`src/rtl/decode_stage.sv`:
```
// decode_stage: IF/ID pipeline register and decode stage of a 5-stage MIPS pipeline.
//   Latches fe_pc/fe_instr from fetch and decodes them against the register file
//   (rf_ra*/rf_rd*), with forwarding from MEM (mem_*) and WB (wb_*).
//   Load-use and branch-operand hazards against EX (ex_*) and MEM raise stall to fetch.
//   Branch/jr operands go back to fetch: eq, vs, prev, prev_pc.
//   id_* is the registered bundle to EX; ex_hold freezes the whole stage.
//   stall_cycles is a saturating count of cycles stalled on hazards.
module decode_stage #(
    parameter int STALL_CNT_W = 32
) (
    input  logic                   clk,
    input  logic                   reset,
    input  logic [31:0]            fe_pc,
    input  logic [31:0]            fe_instr,
    input  logic                   ex_hold,
    output logic                   stall,
    output logic                   eq,
    output logic [31:0]            vs,
    output logic [31:0]            prev,
    output logic [31:0]            prev_pc,
    output logic [4:0]             rf_ra1,
    output logic [4:0]             rf_ra2,
    input  logic [31:0]            rf_rd1,
    input  logic [31:0]            rf_rd2,
    input  logic                   ex_wen,
    input  logic                   ex_load,
    input  logic [4:0]             ex_wreg,
    input  logic                   mem_wen,
    input  logic                   mem_load,
    input  logic [4:0]             mem_wreg,
    input  logic [31:0]            mem_result,
    input  logic                   wb_wen,
    input  logic [4:0]             wb_wreg,
    input  logic [31:0]            wb_result,
    output logic                   id_valid,
    output logic [31:0]            id_pc,
    output logic [31:0]            id_instr,
    output logic [31:0]            id_a,
    output logic [31:0]            id_b,
    output logic [31:0]            id_imm,
    output logic [4:0]             id_wreg,
    output logic                   id_wen,
    output logic                   id_load,
    output logic [STALL_CNT_W-1:0] stall_cycles
);
    typedef enum logic {RUN, HAZ} state_t;

    state_t                 r_state, w_state_nx;
    logic [31:0]            r_pc, r_instr;
    logic [STALL_CNT_W-1:0] r_stall_cnt;
    logic [5:0]             w_op;
    logic [4:0]             w_rs, w_rt, w_rd, w_dst;
    logic                   w_rtype, w_jr, w_immalu, w_lui, w_lw, w_sw, w_beq, w_bne, w_jal;
    logic                   w_use_rs, w_use_rt, w_br, w_hazard;
    logic [31:0]            w_a, w_b, w_imm;

    // A source depends on a producer only when it is actually read and is not $0.
    function automatic logic dep(input logic use_src, input logic [4:0] src,
                                 input logic en, input logic [4:0] dst);
        return use_src && src != 5'd0 && en && src == dst;
    endfunction

    assign w_op     = r_instr[31:26];
    assign w_rs     = r_instr[25:21];
    assign w_rt     = r_instr[20:16];
    assign w_rd     = r_instr[15:11];
    assign w_rtype  = w_op == 6'h00;
    assign w_jr     = w_rtype && r_instr[5:0] == 6'h08;
    assign w_immalu = w_op == 6'h08 || w_op == 6'h09 || w_op == 6'h0a || w_op == 6'h0c || w_op == 6'h0d;
    assign w_lui    = w_op == 6'h0f;
    assign w_lw     = w_op == 6'h23;
    assign w_sw     = w_op == 6'h2b;
    assign w_beq    = w_op == 6'h04;
    assign w_bne    = w_op == 6'h05;
    assign w_jal    = w_op == 6'h03;
    assign w_use_rs = w_rtype || w_immalu || w_lw || w_sw || w_beq || w_bne;
    assign w_use_rt = (w_rtype && !w_jr) || w_sw || w_beq || w_bne;
    assign w_br     = w_beq || w_bne || w_jr;
    // Unknown opcodes fall through to no destination, i.e. behave as a nop.
    assign w_dst    = (w_rtype && !w_jr) ? w_rd :
                      (w_immalu || w_lui || w_lw) ? w_rt :
                      w_jal ? 5'd31 : 5'd0;
    assign w_imm    = (w_op == 6'h0c || w_op == 6'h0d) ? {16'h0, r_instr[15:0]} :
                      w_lui ? {r_instr[15:0], 16'h0} :
                      {{16{r_instr[15]}}, r_instr[15:0]};

    // A load in MEM has no data yet, so it is never a forwarding source.
    assign w_a = w_rs == 5'd0 ? 32'h0 :
                 (mem_wen && !mem_load && mem_wreg == w_rs) ? mem_result :
                 (wb_wen && wb_wreg == w_rs) ? wb_result : rf_rd1;
    assign w_b = w_rt == 5'd0 ? 32'h0 :
                 (mem_wen && !mem_load && mem_wreg == w_rt) ? mem_result :
                 (wb_wen && wb_wreg == w_rt) ? wb_result : rf_rd2;

    // Branches resolve in ID, so they also wait on any EX result and on a MEM load.
    assign w_hazard = dep(w_use_rs, w_rs, ex_wen && ex_load, ex_wreg) ||
                      dep(w_use_rt, w_rt, ex_wen && ex_load, ex_wreg) ||
                      dep(w_br && w_use_rs, w_rs, ex_wen, ex_wreg) ||
                      dep(w_br && w_use_rt, w_rt, ex_wen, ex_wreg) ||
                      dep(w_br && w_use_rs, w_rs, mem_wen && mem_load, mem_wreg) ||
                      dep(w_br && w_use_rt, w_rt, mem_wen && mem_load, mem_wreg);

    assign stall        = w_hazard && !ex_hold;
    assign eq           = w_a == w_b;
    assign vs           = w_a;
    assign prev         = w_hazard ? 32'h0 : r_instr;
    assign prev_pc      = r_pc;
    assign rf_ra1       = w_rs;
    assign rf_ra2       = w_rt;
    assign stall_cycles = r_stall_cnt;

    // The state only records whether ID is hazard-stalled; no output depends on it.
    always_comb begin
        w_state_nx = r_state;
        case (r_state)
            RUN:     w_state_nx = w_hazard ? HAZ : RUN;
            HAZ:     w_state_nx = w_hazard ? HAZ : RUN;
            default: w_state_nx = RUN;
        endcase
    end

    always_ff @(posedge clk) begin
        if (reset) begin
            r_state     <= RUN;
            r_pc        <= 32'h0;
            r_instr     <= 32'h0;
            r_stall_cnt <= '0;
        end else begin
            r_state <= w_state_nx;
            if (!w_hazard && !ex_hold) begin
                r_pc    <= fe_pc;
                r_instr <= fe_instr;
            end
            if (stall && !(&r_stall_cnt))
                r_stall_cnt <= r_stall_cnt + STALL_CNT_W'(1);
        end
    end

    always_ff @(posedge clk) begin
        if (reset) begin
            id_valid <= 1'b0;
            id_pc    <= 32'h0;
            id_instr <= 32'h0;
            id_a     <= 32'h0;
            id_b     <= 32'h0;
            id_imm   <= 32'h0;
            id_wreg  <= 5'd0;
            id_wen   <= 1'b0;
            id_load  <= 1'b0;
        end else if (!ex_hold) begin
            id_pc    <= r_pc;
            id_a     <= w_a;
            id_b     <= w_b;
            id_imm   <= w_imm;
            id_valid <= !w_hazard && r_instr != 32'h0;
            id_instr <= w_hazard ? 32'h0 : r_instr;
            id_wreg  <= w_hazard ? 5'd0 : w_dst;
            id_wen   <= !w_hazard && w_dst != 5'd0;
            id_load  <= !w_hazard && w_lw && w_dst != 5'd0;
        end
    end
endmodule

```
`config.mk`:
```
export PLATFORM = sky130hd
export DESIGN_NAME = decode_stage
export DESIGN_NICKNAME = d
export VERILOG_FILES = /design/src/rtl/decode_stage.sv
export SDC_FILE = /design/constraint.sdc
export NUM_CORES = 1
export LEC_CHECK = 0
export BUFFER_PORTS_ARGS = -buffer_cell sky130_fd_sc_hd__buf_2
export CORE_MARGIN = 4
export CORE_UTILIZATION = 25
export DETAILED_ROUTE_END_ITERATION = 6
export GPL_TIMING_DRIVEN = 0
export PLACE_DENSITY_LB_ADDON = 0.05
export SYNTH_ARGS = -nofsm -noshare
export SYNTH_HDL_FRONTEND = slang
export SYNTH_SLANG_ARGS = --single-unit
```
`constraint.sdc`:
```
create_clock -name clk -period 2.8 [get_ports clk]
set_input_delay 0 -clock clk [delete_from_list [all_inputs] [get_ports clk]]
set_output_delay 0 -clock clk [all_outputs]
set_load 0.05 [all_outputs]
```
== After elaboration in Yosys (flattened, before gate mapping) ==
Index checks and enable logic that the tools add are counted.
Widths: inputs -> output; s select.

* Register bits after elaboration: 264
* Input bits: 215
* Output and inout bits: 308

* Add/sub/neg operators: 1
* Equality and inequality tests: 21
* Multiplexer cells: 13
* Reduce and logical (&&, ||, !) cells: 69

{| class="wikitable"
|+ Operators by type and width
! cell !! count
|-
| $mux 32 || 8
|-
| $eq 6x4->1 const B || 7
|-
| $eq 5x5->1 || 8
|-
| $logic_and 1x1->1 || 34
|-
| $add 32x1->32 const B || 1
|-
| $eq 32x32->1 || 1
|-
| $reduce_and 32->1 || 1
|-
| $reduce_bool 32->1 || 1
|-
| $mux 31 || 1
|-
| $logic_or 1x1->1 || 22
|-
| $mux 5 || 4
|-
| $reduce_bool 5->1 || 3
|-
| $eq 6x3->1 const B || 2
|-
| $eq 6x6->1 const B || 2
|-
| $logic_not 5->1 || 2
|-
| $eq 6x2->1 const B || 1
|-
| $logic_not 6->1 || 1
|-
| $logic_not 1->1 || 5
|}

== Depth between registers and ports, before layout ==
Gate-level depths: netlist of run 1.

* Word-level depth: 21
* Mapped depth: 12

== Least setup slack after synthesis of run 1 ==
Ideal clock, no wire load.

* Path type: flip-flop to output port
* Start point: register r_instr[22]
* End point: output eq
* Arrival time: 4282 ps
* Slack: -1482 ps
* Stages on the path, launching flop included: 12
* Buffers on the path: 3
* Path through: dfxtp_1 -> buf_6 -> xnor2_1 -> nand4b_2 -> or2_1 -> buf_2 -> buf_2 -> a311oi_1 -> xor2_1 -> nor4_1 -> nand4_1 -> nor4_2

* Longest elaborated chain between the ends: 6
* Elaborated cells between the ends (all ways): 9

{| class="wikitable"
|+ RTL lines
! item !! RTL line !! RTL
|-
| from (decl) || 49 || <nowiki>logic [31:0] r_pc, r_instr;</nowiki>
|-
| from (signal assigned) || 132 || <nowiki>r_instr <= fe_instr;</nowiki>
|-
| $eq 5x5->1 || 90 || <nowiki>(wb_wen && wb_wreg == w_rs) ? wb_result : rf_rd1;</nowiki>
|-
| $logic_and 1x1->1 || 90 ||
|-
| $mux 32 || 90 ||
|-
| $mux 32 || 89 || <nowiki>(mem_wen && !mem_load && mem_wreg == w_rs) ? mem_result :</nowiki>
|-
| $mux 32 * || 88 || <nowiki>assign w_a = w_rs == 5'd0 ? 32'h0 :</nowiki>
|-
| named net vs[20] || 18 || <nowiki>output logic [31:0] vs,</nowiki>
|-
| $eq 32x32->1 * || 104 || <nowiki>assign eq = w_a == w_b;</nowiki>
|-
| to (decl) || 17 || <nowiki>output logic eq,</nowiki>
|}

The timed path passes the listed nets; every way through them passes the cells marked *.

== Worst setup path in the final report of run 1 ==
* Start point: register r_instr[20]
* End point: output eq

* Longest elaborated chain between the ends: 6
* Elaborated cells between the ends (all ways): 9

{| class="wikitable"
|+ RTL lines
! item !! RTL line !! RTL
|-
| $eq 5x5->1 || 93 || <nowiki>(wb_wen && wb_wreg == w_rt) ? wb_result : rf_rd2;</nowiki>
|-
| $logic_and 1x1->1 || 93 ||
|-
| $mux 32 || 93 ||
|-
| $mux 32 || 92 || <nowiki>(mem_wen && !mem_load && mem_wreg == w_rt) ? mem_result :</nowiki>
|-
| $mux 32 * || 91 || <nowiki>assign w_b = w_rt == 5'd0 ? 32'h0 :</nowiki>
|-
| $eq 32x32->1 * || 104 ||
|}

Mark *: on every way between the ends. The rest lies on a longest branch, timed or not.

==> out/metrics.csv, run 1 <==
stage,metric,value,unit
clock_network,clockRootBuffer,clkbuf_16,
run_status,failed_checks,negative setup slack,
clock_network,cts_buffers,36,
placed_design,dp_hpwl,53080,µm
routing,num_vias,15100,
setup_path,startpoint,r_instr[20],
sta,setup-violations-final,32,
routing,drc,0,
floorplanning,coreArea,0.05172,mm²
placed_design,post_dp_cell_area,0.01709,mm²
synth,yosys.area.top_type_share,40.16,%
routing,wl,71080,µm
setup_path,crit_fanout,8,
placed_design,gp_congestion,0.9001,
floorplanning,die_w,237.4,µm
synth,synth_edf_count,0,
floorplanning,ios,523,
setup_path,arrival,3720,ps
final_layout,final_layout_size_suffix_gt1_share,37.86,%
global_route,antenna_found_initial,2,
run_status,status,"finished, violations left",
sta,tightestPinTransition,1236,ps
sta,max_freq,0.2688,GHz
setup_path,ff2ff_setup_slack,60,ps
setup_path,cp-start-kind,flop,
sta,slew_violations,0,
sta,max_slew_margin,17.59,%
sta,hold_viol,0,
clock_network,cts_tree,yes,
clock_network,htree_num_levels,2,
synth,synth_top_cell_by_area,dfxtp_1,
floorplanning,dieArea,0.05638,mm²
setup_path,end_kind,primary output,
synth,synth_seq_cells,264,
routing,post_drt_wl_per_cell,23.18,µm
global_route,grt_pass1_wl,101800,µm
worst_hold_path,hp-class,primary input to flop,
routing,viasPerCell,4.924,
setup_path,required,2800,ps
clock_network,clkTransAtPathRegs,50,ps
worst_hold_path,whs_path_depth,5,
global_route,track_usage,23.77,%
sta,fin_setup_tns,-5077,ps
floorplanning,initial_core_util,25.45,%
power_and_ir_drop,leakagePower,9.482,nW
synth,syn_area,0.01316,mm²
routing,drt-initial-drc-count,825,
global_route,grt_overflow,0,
sta,post-route-period-util,132.9,%
synth,syn_nets,1835,
synth,ys_seq_area_share,40.16,%
routing,dr.pass1.iters,7,
floorplanning,die_h,237.4,µm
global_route,grt_max_degree,13,
setup_path,r2r_cells,10,
clock_network,cts_buffer_depth,3,
synth,synth_area_leaders,"dfxtp_1 40%, mux2i_1 7.0%, nor2_1 6.5%",
setup_path,endpoint,eq,
setup_path,r2r_end,id_b[24],
power_and_ir_drop,ir_worst_vdd,0.0003733,V
final_layout,fin_nets,2579,
floorplanning,rows,83,
routing,antenna_left,0,
clock_network,clock_latency,540,ps
synth,synth_common_cells,"264 x dfxtp_1, 229 x nor2_1, 217 x nand2_1",
synth,syn_avg_cell_area,8.129,µm²
global_route,first_global_vias,15170,
setup_path,critical_path_class,flop to primary output,
sta,skew,11.60,ps
final_layout,syn2layout_area_growth,63.52,%
synth,synth_ff_type,dfxtp_1,
sta,period_needed,3720,ps
job,drv_cap,0,
synth,synth_cells,1619,
sta,rsz0062_at_grt,true,
synth,synth.most_common_cell,dfxtp_1,
power_and_ir_drop,powerDensity,556.7,mW/mm²
synth,synthArstFlopShare,0,%
synth,yosys_warnings,0,
placed_design,portBuffers,521,
final_layout,fin_area,0.02152,mm²
setup_path,reg2reg_from,r_instr[20],
clock_network,cts.sinks,264,
sta,fin_ws,-920.4,ps
synth,yosysUniqueCellTypes,66,
per-stage QoR:
step	instances	utilization [%]	power, mW	setup slack (ps)	hold WS, ps
final	3066	41.61	11.98	-920.4	35.26
after CTS	3036	40.26	12.01	-975.2	0.2789
after detailed placement	2820	33.05	6.751	-1434	244.4
after global placement	2820	33.05	6.744	-1422	241.0
after floorplan	1619	-	5.828	-391.4	128.4
after global routing	3066	41.61	12.47	-1065	30.23
area by class of cell:
cell class,instances,area (µm²)
diodes,1,2.502
plain buffers,155,1094
clock buffers,48,1059
clock inverters,12,152.6
fillers,5369,30200
inverters,10,37.54
multi-input cells,1185,8240
flip-flops and latches,264,5296
well taps,680,850.8
repair buffers,711,4790
cells by family after synthesis:
logic type / Yosys count / share of synthesized area (%)
simple gates: 692 / 25.41
xor+xnor: 86 / 5.837
fa+ha+maj: 1 / 0.09505
buf+inv: 170 / 6.018
mux: 92 / 6.997
compound gates: 314 / 15.49
flops: 264 / 40.16
critical path, cell delays in order (launching register included):
cell	delay, ps
dfxtp_4	370
xor2_2	150
or3b_1	400
buf_6	150
or2_4	280
buf_12	150
buf_4	130
a311oi_2	260
xor2_1	150
nor4_4	400
nand4_1	220
nor4_4	300
buf_6	200
flip-flops by register name, indices dropped and copies added (netlist names), 5 cells and up:
name          cells
id_a             32
id_b             32
id_imm           32
id_instr         32
id_pc            32
id_wreg           5
prev_pc          32
r_instr          32
stall_cycles     32
repair_timing:
item,4_1_cts,5_1_grt
setup buffers,34,30
hold buffers,123,0
pin swaps,36,38
gates cloned,1,4
endpoints found under the hold margin,96,0
resized for setup,267,127
setup endpoints to repair,223,194
placed cells by master, fill, tap and decap left out, types with 36 or more instances in the layout:
cell / count
nand4_1: 37
xnor2_1: 36
o21ai_0: 59
nor2_1: 225
nand2_1: 215
dlygate4sd3_1: 121
clkbuf_16: 41
nor3_1: 50
buf_2: 481
a21oi_1: 131
mux2i_1: 92
buf_8: 40
clkbuf_1: 59
dfxtp_1: 257
buf_4: 85
metal layers:
layer,routed length [µm],up-vias,global-route usage (%)
met5,13,-,0
met4,2068,2,7.219
met3,4858,98,6.393
met2,34020,504,40.19
met1,30120,7335,29.69
li1,-,7158,-
power by group:
part	leakage, nW	internal, mW	switching [mW]
Sequential	2.16	3.92	0.130
Combinational	6.73	1.10	2.07
Clock	0.599	2.92	1.84
worst min-delay path by stage:
stage,start,to,slack [ps]
floorplan,fe_instr[22],r_instr[22],130
global placement,fe_pc[15],prev_pc[15],240
detailed placement,fe_pc[10],prev_pc[10],240
CTS,mem_result[21],id_b[21],0.3
global route,wb_result[19],id_b[19],30
finish,wb_result[19],id_b[19],40
No activity file was read; power rests on OpenSTA's default activity.
==> inputs of run 2 (changes only) <==
Settings changed: CORE_AREA set to 4 4 201 203, CORE_MARGIN 4 to not set, CORE_UTILIZATION 25 to not set, DIE_AREA set to 0 0 205 207.
==> out/metrics.csv, run 2 (synthesis gave the netlist of run 1 again) <==
stage,metric,value,unit
floorplanning,ios,523,
power_and_ir_drop,clkPwrFrac,36.7,%
clock_network,clock_latency,590,ps
setup_path,startpoint,r_instr[20],
final_layout,finalCoreUtilization,59.47,%
global_route,grt_overflow,0,
final_layout,fin_nets,2636,
job,drv_cap,0,
clock_network,cts_buffer_depth,3,
routing,antenna_left,0,
final_layout,mostFrequentLayoutCells,"470 x buf_2, 252 x dfxtp_1, 225 x nor2_1, 163 x nand2_1, 143 x dlygate4sd3_1",
sta,tightestPinTransition,1116,ps
power_and_ir_drop,p_int,7.748,mW
final_layout,area.sequential,0.005305,mm²
setup_path,reg2reg_from,r_instr[19],
setup_path,cp_top_family,simple AND/OR/NAND/NOR gates,
final_layout,final_common_cell,buf_2,
worst_hold_path,hp-start,rf_rd1[0],
routing,drt-initial-drc-count,1004,
setup_path,r2r_end,r_instr[30],
worst_hold_path,whs_path_depth,5,
setup_path,cpPeakStageDelay,360,ps
clock_network,cts_buffers,31,
global_route,grt_pass1_wl,97150,µm
worst_hold_path,min_to,id_a[0],
power_and_ir_drop,p_switching,4.013,mW
final_layout,multi_input_area,0.008947,mm²
setup_path,cp_cell_sequence,buf_6 -> xor2_1 -> or3b_1 -> buf_6 -> or2_4 -> buf_12 -> a311oi_2 -> xor2_1 -> nor4_4 -> nand4_1 -> nor4_4 -> buf_6,
setup_path,path_common_cell,buf_6,
final_layout,fill_cells,3470,
routing,viasPerCell,5.302,
final_layout,final_layout_size_suffix_gt1_share,43.15,%
clock_network,cts.sinks,264,
power_and_ir_drop,leakagePower,10.42,nW
clock_network,cts_tree,yes,
sta,slew_violations,0,
sta,fin_setup_tns,-16900,ps
floorplanning,die_w,205,µm
sta,rsz0062_at_grt,true,
setup_path,crit_fanout,10,
floorplanning,dieArea,0.04244,mm²
routing,wl,69520,µm
routing,post_drt_wl_per_cell,23.45,µm
global_route,track_usage,29.77,%
setup_path,crit_path_top_delay_cell,or3b_1,
routing,dr.pass1.iters,5,
sta,period_needed,3702,ps
clock_network,clockRootBuffer,clkbuf_16,
sta,skew,20.02,ps
power_and_ir_drop,switching_share,34.12,%
power_and_ir_drop,ir_worst_vdd,0.0004732,V
global_route,first_global_vias,15280,
setup_path,required,2800,ps
clock_network,clkTransAtPathRegs,70,ps
placed_design,gp_congestion,0.8994,
setup_path,arrival,3700,ps
setup_path,critical_path_class,flop to primary output,
global_route,antenna_found_initial,4,
power_and_ir_drop,finalPower,11.76,mW
power_and_ir_drop,pwr-share-seq,34.5,%
power_and_ir_drop,powerDensity,514.2,mW/mm²
worst_hold_path,hp-class,primary input to flop,
floorplanning,die_h,207,µm
setup_path,cp-start-kind,flop,
power_and_ir_drop,p_comb_share,28.8,%
floorplanning,coreArea,0.03847,mm²
sta,max_freq,0.2701,GHz
placed_design,portBuffers,521,
routing,drc,0,
final_layout,syn2layout_area_growth,73.80,%
setup_path,critPathBufInv,4,
global_route,grt_max_degree,16,
sta,whs,35.29,ps
routing,num_vias,15720,
sta,hold_viol,0,
sta,setup-violations-final,113,
clock_network,htree_num_levels,1,
setup_path,end_kind,primary output,
floorplanning,rows,72,
floorplanning,initial_core_util,34.21,%
placed_design,dp_hpwl,49520,µm
sta,post-route-period-util,132.2,%
run_status,failed_checks,negative setup slack,
sta,max_slew_margin,25.63,%
setup_path,r2r_cells,17,
sta,fin_ws,-901.8,ps
setup_path,ff2ff_setup_slack,-190,ps
run_status,status,"finished, violations left",
-- run 2: area by class of cell --
type | instances | share of cell area (%)
multi-input cells | 1185 | 39.12
repair buffers | 773 | 24.96
flip-flops and latches | 264 | 23.19
plain buffers | 155 | 4.983
clock buffers | 43 | 3.895
well taps | 518 | 2.833
clock inverters | 15 | 0.8205
inverters | 10 | 0.1750
diodes | 2 | 0.02188
-- run 2: worst max path at each step --
stage	to	cells past startpoint	slack, ps
floorplan	eq	11	-390
global placement	eq	11	-1370
detailed placement	eq	11	-1380
CTS	eq	12	-1010
global route	eq	13	-1060
finish	eq	12	-900
-- run 2: tightest hold or removal path, cell delays in order --
cell and delay [ps]:
buf_2 100, o21ai_0 130, a311oi_4 160, mux2i_1 130, nor2_1 50
-- run 2: power by group through the flow --
| stage | Combinational (mW) | Clock, mW | Sequential (mW) |
|---|---|---|---|
| after floorplan | 1.27 | 0 | 4.56 |
| after global placement | 2.59 | 0 | 4.11 |
| after detailed placement | 2.59 | 0 | 4.12 |
| after CTS | 3.04 | 4.40 | 4.04 |
| after global routing | 3.55 | 4.54 | 4.08 |
| final | 3.39 | 4.31 | 4.06 |
-- run 2: what timing repair did --
action | in CTS | in global routing
setup endpoints to repair | 196 | 201
hold endpoints to repair | 107 | 0
setup buffers | 36 | 60
resized for setup | 268 | 392
cloned | 4 | 10
pin swaps | 37 | 182
hold buffers | 148 | 0
-- run 2: stage by stage --
stage | setup WS, ps | cell area (µm²) | cells
3_5_place_dp | -1384 | 16890 | 2658
5_1_grt | -1062 | 22870 | 2964
2_1_floorplan | -391.4 | 13640 | 1619
6_report | -901.8 | 22870 | 2965
3_3_place_gp | -1373 | 16890 | 2658
4_1_cts | -1008 | 20710 | 2902
-- run 2: layer usage --
layer  part of all wire, %  global-route usage (%)  up-vias
met5                 0.046                       0        -
met4                   4.9                   12.80        4
met3                   9.2                   9.931      189
met2                    46                   47.67      735
met1                    40                   36.51     7498
li1                      -                       -     7294
==> inputs of run 3 (changes only) <==
Settings changed: CELL_PAD_IN_SITES_DETAIL_PLACEMENT set to 2, CELL_PAD_IN_SITES_GLOBAL_PLACEMENT set to 2, CORE_AREA 4 4 201 203 to not set, CORE_MARGIN set to 4, CORE_UTILIZATION set to 27, DIE_AREA 0 0 205 207 to not set.
==> out/metrics.csv, run 3 (synthesis gave the netlist of run 1 again) <==
stage,metric,value,unit
global_route,track_usage,29.11,%
global_route,grt_pass1_wl,115800,µm
final_layout,final_common_cell,buf_2,
final_layout,final_layout_size_suffix_gt1_share,39.94,%
routing,drt-initial-drc-count,875,
sta,setup-violations-final,41,
setup_path,crit_path_top_delay_cell,nor4_4,
floorplanning,die_w,228.8,µm
worst_hold_path,hp-class,primary input to flop,
setup_path,critical_path_class,flop to primary output,
setup_path,required,2800,ps
placed_design,dp_hpwl,58160,µm
routing,num_vias,16110,
setup_path,cp_top_family,simple AND/OR/NAND/NOR gates,
clock_network,clock_latency,560,ps
placed_design,gp_congestion,0.8961,
setup_path,cp_cell_sequence,buf_6 -> buf_12 -> xnor2_1 -> nand4_1 -> buf_4 -> clkbuf_2 -> o21ai_0 -> a311oi_4 -> xor2_1 -> nor4_4 -> nand4_1 -> nor4_4 -> buf_6,
global_route,first_global_vias,17120,
final_layout,fin_nets,2598,
floorplanning,coreArea,0.04795,mm²
clock_network,cts_tree,yes,
final_layout,fill_cells,5257,
sta,rsz0062_at_grt,true,
setup_path,cpPeakStageDelay,440,ps
routing,dr.pass1.iters,5,
final_layout,mostFrequentLayoutCells,"471 x buf_2, 249 x dfxtp_1, 226 x nor2_1, 215 x nand2_1, 129 x a21oi_1",
floorplanning,die_h,228.8,µm
final_layout,fin_area,0.02194,mm²
setup_path,crit_fanout,10,
clock_network,clockRootBuffer,clkbuf_16,
final_layout,syn2layout_area_growth,66.73,%
floorplanning,ios,523,
global_route,grt_max_degree,14,
floorplanning,dieArea,0.05234,mm²
sta,max_freq,0.2613,GHz
routing,antenna_left,0,
sta,hold_viol,0,
clock_network,cts_buffers,35,
sta,fin_ws,-1026,ps
global_route,antenna_found_initial,10,
job,drv_cap,0,
power_and_ir_drop,leakagePower,9.748,nW
placed_design,post_dp_cell_area,0.01701,mm²
setup_path,cp-start-kind,flop,
setup_path,critPathBufInv,5,
routing,post_drt_wl_per_cell,27.92,µm
sta,slew_violations,0,
clock_network,cts.sinks,264,
power_and_ir_drop,ir_worst_vdd,0.0003705,V
sta,tightestPinTransition,1214,ps
sta,fin_setup_tns,-11330,ps
power_and_ir_drop,powerDensity,546.0,mW/mm²
sta,post-route-period-util,136.7,%
routing,drc,0,
placed_design,portBuffers,521,
run_status,failed_checks,negative setup slack,
clock_network,htree_num_levels,2,
setup_path,end_kind,primary output,
run_status,status,"finished, violations left",
clock_network,clkTransAtPathRegs,70,ps
floorplanning,initial_core_util,27.45,%
sta,skew,21.55,ps
routing,viasPerCell,5.317,
sta,period_needed,3826,ps
clock_network,cts_buffer_depth,3,
global_route,grt_overflow,0,
floorplanning,rows,80,
routing,wl,84570,µm
sta,max_slew_margin,19.10,%
setup_path,arrival,3830,ps
run 3: worst reg2reg max path: cells and delay by family (launching register included):
kind	cells	cell delay, ps
xor gates and xnor gates	2	310
DFF	1	330
AOI/OAI and AO/OA	2	330
and+or+nand+nor	4	750
buffers and inverters	7	960
run 3: stage by stage:
step                      util [%]  instances  power, mW  setup slack (ps)  hold slack, ps
final                        45.77       3029      11.98             -1026           20.69
after global routing         45.76       3027      12.38             -1129           47.84
after CTS                    43.05       2965      11.75             -1018          0.4727
after detailed placement     35.48       2755      6.792             -1496           250.1
after global placement       35.48       2755      6.747             -1487           239.5
after floorplan                  -       1619      5.828            -391.4           128.4
run 3: metal layers:
metal	routed length, µm	part of all wire [%]	global-route usage (%)
met5	41	0.048	0
met4	3122	3.7	9.700
met3	5347	6.3	6.954
met2	41550	49	50.31
met1	34500	41	35.61
run 3: repair_timing:
action,in CTS,in global routing
buffers inserted,38,56
pin swaps,30,85
setup endpoints to repair,237,198
hold endpoints to repair,90,0
hold buffers,109,0
gates resized for setup,288,210
cloned,3,4
run 3: path summary, 6_finish.rpt:
path / startpoint / to / slack (ps) / cells after the start
max reg2reg: r_instr[24] / stall_cycles[14] / -40 / 15
min: mem_result[6] / id_b[6] / 20 / 5
max: r_instr[19] / eq / -1030 / 13
min reg2reg: id_instr[10] / id_instr[10] / 460 / 1
run 3: layout make-up:
class                   count  area (µm²)  share of cell area, %
diodes                      8       20.02                0.09123
plain buffers             155        1120                  5.103
clock buffers              47       960.9                  4.379
clock inverters            14       147.6                 0.6728
inverters                  10       37.54                 0.1711
multi-input cells        1185        8558                  39.00
flip-flops and latches    264        5306                  24.18
well taps                 615       769.5                  3.507
repair buffers            731        5024                  22.89
run 3: power by group:
group / internal [mW] / leakage, nW / total, mW / switching, mW
registers: 3.92 / 2.16 / 4.07 / 0.144
logic: 1.15 / 7.04 / 3.37 / 2.22
clock network: 2.61 / 0.544 / 4.55 / 1.93
